--- src/rtl/exmem_pkg.sv ---
// Shared definitions for the EX/MEM pipeline buffer: control-bit positions,
// default widths and the redirect decision.
package exmem_pkg;

  localparam int CTRL_W = 6;

  localparam int JUMP       = 5;
  localparam int REG_WRITE  = 4;
  localparam int MEM_TO_REG = 3;
  localparam int MEM_WRITE  = 2;
  localparam int MEM_READ   = 1;
  localparam int BRANCH     = 0;

  localparam int DATA_W_DEF = 32;
  localparam int REG_W_DEF  = 5;
  localparam int CNT_W_DEF  = 16;

  typedef logic [CTRL_W-1:0] ctrl_t;

  // Jumps always redirect; branches redirect only when the ALU reports equality.
  function automatic logic pc_src_of(input ctrl_t ctrl, input logic zero);
    return (ctrl[BRANCH] && zero) || ctrl[JUMP];
  endfunction

endpackage

--- src/rtl/sat_counter.sv ---
// Up-counter that sticks at its all-ones value instead of wrapping.
module sat_counter #(
  parameter int CNT_W = 16
) (
  input  logic             clk,
  input  logic             rst_n,
  input  logic             inc,
  output logic [CNT_W-1:0] count
);

  // NOTE: sequential state uses non-blocking assignments so every register
  // samples pre-edge values, independent of block evaluation order.
  always_ff @(posedge clk or negedge rst_n) begin
    if (!rst_n) begin
      count <= '0;
    end else if (inc && (count != '1)) begin
      count <= count + CNT_W'(1);
    end
  end

endmodule

--- src/rtl/buffer_exmem_pipe.sv ---
// EX/MEM pipeline register with valid/ready handshake, flush, redirect
// resolution and a saturating back-pressure counter.
module buffer_exmem_pipe
  import exmem_pkg::*;
#(
  parameter int DATA_W = DATA_W_DEF,
  parameter int REG_W  = REG_W_DEF,
  parameter int CNT_W  = CNT_W_DEF
) (
  input  logic              clk,
  input  logic              rst_n,
  input  logic              flush,
  input  logic              in_valid,
  output logic              in_ready,
  input  logic [CTRL_W-1:0] in_ctrl,
  input  logic              in_zero,
  input  logic [DATA_W-1:0] in_branch_target,
  input  logic [DATA_W-1:0] in_alu_result,
  input  logic [DATA_W-1:0] in_store_data,
  input  logic [DATA_W-1:0] in_jump_target,
  input  logic [REG_W-1:0]  in_dest_reg,
  output logic              out_valid,
  input  logic              out_ready,
  output logic [CTRL_W-1:0] out_ctrl,
  output logic [DATA_W-1:0] out_alu_result,
  output logic [DATA_W-1:0] out_store_data,
  output logic [REG_W-1:0]  out_dest_reg,
  output logic              out_pc_src,
  output logic [DATA_W-1:0] out_redirect_pc,
  output logic [CNT_W-1:0]  stall_count
);

  logic              load;
  logic              valid_q;
  ctrl_t             ctrl_in;
  ctrl_t             ctrl_q;
  logic              pc_src_q;
  logic [DATA_W-1:0] alu_q;
  logic [DATA_W-1:0] store_q;
  logic [REG_W-1:0]  dest_q;
  logic [DATA_W-1:0] redirect_q;

  assign in_ready = !valid_q || out_ready;
  assign load     = in_valid && in_ready && !flush;

  // NOTE: assigning the default before the conditional override keeps
  // this combinational block from inferring a latch.
  always_comb begin
    ctrl_in = in_ctrl;
    if (in_dest_reg == '0) ctrl_in[REG_WRITE] = 1'b0;
  end

  always_ff @(posedge clk or negedge rst_n) begin
    if (!rst_n) begin
      valid_q    <= 1'b0;
      ctrl_q     <= '0;
      pc_src_q   <= 1'b0;
      alu_q      <= '0;
      store_q    <= '0;
      dest_q     <= '0;
      redirect_q <= '0;
    end else begin
      // Flush beats load; a consumed entry with nothing behind it empties the slot.
      if (flush)          valid_q <= 1'b0;
      else if (load)      valid_q <= 1'b1;
      else if (out_ready) valid_q <= 1'b0;

      if (load) begin
        ctrl_q     <= ctrl_in;
        pc_src_q   <= pc_src_of(in_ctrl, in_zero);
        alu_q      <= in_alu_result;
        store_q    <= in_store_data;
        dest_q     <= in_dest_reg;
        redirect_q <= in_ctrl[JUMP] ? in_jump_target : in_branch_target;
      end
    end
  end

  // Control outputs are gated so an empty slot can never issue side effects.
  assign out_valid       = valid_q;
  assign out_ctrl        = valid_q ? ctrl_q : '0;
  assign out_pc_src      = valid_q && pc_src_q;
  assign out_alu_result  = alu_q;
  assign out_store_data  = store_q;
  assign out_dest_reg    = dest_q;
  assign out_redirect_pc = redirect_q;

  sat_counter #(.CNT_W(CNT_W)) u_stall_cnt (
    .clk   (clk),
    .rst_n (rst_n),
    .inc   (valid_q && !out_ready),
    .count (stall_count)
  );

endmodule

--- config.mk ---
export PLATFORM = sky130hd
export DESIGN_NAME = buffer_exmem_pipe
export DESIGN_NICKNAME = d
export VERILOG_FILES = /design/src/rtl/exmem_pkg.sv /design/src/rtl/sat_counter.sv /design/src/rtl/buffer_exmem_pipe.sv
export SDC_FILE = /design/constraint.sdc
export NUM_CORES = 1
export LEC_CHECK = 0
export ABC_CLOCK_PERIOD_IN_PS = 2300
export BUFFER_PORTS_ARGS = -buffer_cell sky130_fd_sc_hd__buf_2
export CORE_MARGIN = 5
export CORE_UTILIZATION = 40
export CTS_CLUSTER_DIAMETER = 30
export DETAILED_ROUTE_END_ITERATION = 6
export PLACE_DENSITY_LB_ADDON = 0.15
export RECOVER_POWER = 50
export SYNTH_ARGS = -nofsm -noshare
export SYNTH_HDL_FRONTEND = slang
export SYNTH_SLANG_ARGS = --single-unit
--- constraint.sdc ---
create_clock -name clk -period 2.3 [get_ports clk]
set_clock_uncertainty 0.2 [all_clocks]
set_input_delay 0.46 -clock clk [delete_from_list [all_inputs] [get_ports clk]]
set_output_delay 0.46 -clock clk [all_outputs]
set_load 0.05 [all_outputs]
==> results.py <==
metrics = {
    "outcome": {
        "status": "completed",
    },
    "worst_setup_path": {
        "crit_arrival_ns": 1.43,
        "slowest_delay_ns": 0.37,
        "crit_slowest_cell": "dfrtp_1",
        "crit_fanout": 8,
        "path_class": "flip-flop to primary output",
        "startpoint_type": "flip-flop",
        "critPathRequiredTime_ns": 1.64,
        "worst-r2r-cell-count": 6,
        "worstPathBufferInverterCount": 2,
        "crit_cells": 3,
        "crit_chain": "and2b_1, inv_4, buf_2",
        "end_kind": "primary output",
        "critPathTopFamily": "buffers and inverters",
    },
    "logic_synthesis": {
        "yosys_warnings": 0,
        "netlist_area_mm2": 0.00519,
        "synth_fp_nets": 534,
        "avgSynthCellArea_um2": 13.4,
        "synth-seq-cells": 125,
        "synthCells": 388,
        "synth_cell_types": 38,
        "seq_area_frac_synth_pct": 60.2,
    },
    "sta": {
        "fin_crit_sh_pct": 90.7,
        "setup_ws_ns": 0.213,
        "tns_ns": 0,
        "hold_viol_final": 0,
        "post-route-min-period_ns": 2.09,
        "slew_violations": 0,
        "fmax_ghz": 0.479,
        "relSlewSlack_pct": 23.6,
        "tightestPinTransition_ns": 1.15,
        "rsz0062_at_grt": "no",
        "setup_violations": 0,
        "holdWs_ns": 0.0589,
    },
    "route": {
        "wl_per_cell_um": 16.3,
        "drc": 0,
        "dr.pass1.iters": 4,
        "wl_um": 13800,
        "via_per_inst": 4.72,
        "ant_nets": 0,
        "via_count": 4006,
        "drtIter0Drc": 116,
    },
    "power_and_ir_drop": {
        "power_mw": 7.70,
        "ir_drop_mv": 0.700,
        "p_sw_mw": 2.86,
        "internal-power_mw": 4.84,
        "power_frac_comb_pct": 30.4,
        "pwr-share-seq_pct": 36.1,
        "swShare_pct": 37.1,
        "power_density_mw_per_mm2": 1060,
        "p_leak_nw": 3.51,
        "p_clk_share_pct": 33.5,
    },
    "finish": {
        "regArea_mm2": 0.00313,
        "diodes": 0,
        "final_cell_mix": "buf_2, dfrtp_1, mux2_2, clkbuf_1, nor2_1",
        "area_growth_pct": 39.5,
        "layout_commonest_cell": "buf_2",
        "multiInputGateArea_mm2": 0.00193,
        "final_area_mm2": 0.00724,
        "drive_above_1_share_pct": 46.8,
        "fillers": 1125,
        "fin_nets": 812,
    },
    "global_routing": {
        "grt_use_total_pct": 18.0,
        "grt_max_degree": 126,
        "antenna_found_initial": 0,
        "grt_overflow": 0,
        "grt_pass1_wl_um": 21000,
        "grt_pass1_vias": 4257,
    },
    "clock_network": {
        "cts_tree": "built",
        "cts_buffers": 17,
        "cts_sinks": 125,
        "clockRootBuffer": "clkbuf_16",
        "post_cts_buffers": 0,
        "path_clk_slew_ns": 0.05,
        "clk_latency_ns": 0.41,
        "htreeDepth": 4,
        "cts_buffer_depth": 2,
    },
    "floorplanning": {
        "row_count": 41,
        "boundaryPins": 271,
        "fp.dieW_um": 124,
        "die_area_mm2": 0.0154,
        "initial_core_util_pct": 41.0,
        "chipHeight_um": 124,
        "core_mm2": 0.0127,
    },
    "worst_hold_path": {
        "holdPathStages": 2,
        "hold_class": "input port to flip-flop",
    },
    "placement": {
        "port_buffers": 270,
        "routabilityCongestion": 0.762,
        "pre_cts_slack_ns": 0.176,
        "placed_area_mm2": 0.00675,
        "place_hpwl_um": 10400,
    },
    "run": {
        "drv_cap": 0,
    },
}
==> Yosys cell counts <==
cell / count / area share (%)
buf_2: 15 / 1.4
nand3_1: 4 / 0.39
and2_1: 7 / 0.84
or4_1: 1 / 0.14
nor2_1: 39 / 2.8
inv_1: 1 / 0.072
o211ai_1: 1 / 0.14
ha_1: 1 / 0.24
nor2_2: 1 / 0.12
nor4_4: 1 / 0.41
nor3_1: 6 / 0.58
and2b_4: 1 / 0.19
and4b_1: 1 / 0.19
buf_4: 4 / 0.58
clkbuf_1: 1 / 0.072
o21ai_0: 1 / 0.096
nand4b_1: 1 / 0.17
xor2_1: 12 / 2.0
nand2_1: 5 / 0.36
or2_2: 1 / 0.12
and4bb_1: 1 / 0.24
nand4_1: 4 / 0.48
nor4_1: 1 / 0.12
inv_4: 1 / 0.12
mux2_1: 10 / 2.2
dfrtp_1: 125 / 60
mux2i_1: 32 / 6.2
buf_6: 1 / 0.22
nor3b_1: 1 / 0.14
nor3b_4: 1 / 0.36
a31oi_1: 1 / 0.12
xnor2_1: 2 / 0.34
nor2b_1: 1 / 0.12
a21oi_1: 35 / 3.4
mux2_2: 64 / 14
or2_1: 1 / 0.12
nor4_2: 2 / 0.48
mux2_4: 1 / 0.29
==> routing by layer <==
metal	track usage, %	vias up	wire length, um
li1	-	1916	-
met1	19.8	1890	5130
met2	31.1	175	6890
met3	7.13	25	1460
met4	7.39	0	319
met5	0	-	0
==> path summary, 6_finish.rpt <==
path | slack (ns) | end | startpoint
min | 0.06 | out_valid | flush
min reg2reg | 0.28 | out_store_data[28] | out_store_data[28]
min in group asynchronous | 0.63 | out_redirect_pc[10] | rst_n
max reg2reg | 0.31 | u_stall_cnt.count[1] | u_stall_cnt.count[0]
max | 0.21 | in_ready | out_valid
max in group asynchronous | 0.43 | out_redirect_pc[2] | rst_n
==> logic make-up (layout without fill, tap and decap cells) <==
| kind of cell | after synthesis | in the layout | synth area share, % |
|---|---|---|---|
| multiplexers | 107 | 107 | 22.5 |
| AO/OA/AOI/OAI | 38 | 38 | 3.74 |
| buffers and inverters | 23 | 312 | 2.51 |
| XOR/XNOR | 14 | 14 | 2.36 |
| adder cells (fa/ha/maj) | 1 | 1 | 0.241 |
| flip-flops | 125 | 125 | 60.2 |
| AND/OR/NAND/NOR | 80 | 80 | 8.41 |
==> power groups by stage <==
stage	Sequential [mW]	Combinational (mW)	Clock [mW]
after floorplan	4.03	0.499	0
after global placement	2.80	2.38	0
after detailed placement	2.81	2.42	0
after CTS	2.78	2.43	2.64
after global routing	2.83	2.46	2.75
final	2.78	2.34	2.58
==> through the flow <==
stage | cells | util [%]
final | 849 | 57.2
after global routing | 849 | 57.2
after floorplan | 388 | -
after global placement | 818 | 53.2
after CTS | 849 | 57.9
after detailed placement | 818 | 53.2
==> cell type report <==
| type | instances | area share, % |
|---|---|---|
| flip-flops and latches | 125 | 43.2 |
| multi-input cells | 240 | 26.7 |
| clock buffers | 23 | 6.74 |
| inverters | 2 | 0.138 |
| repair buffers | 280 | 19.1 |
| well taps | 172 | 2.97 |
| clock inverters | 7 | 1.21 |
==> what timing repair did <==
action	4_1_cts	5_1_grt
hold buffers	1	0
gates resized for setup	0	0
hold endpoints to repair	76	0
Power figures use the tool's default switching activity.
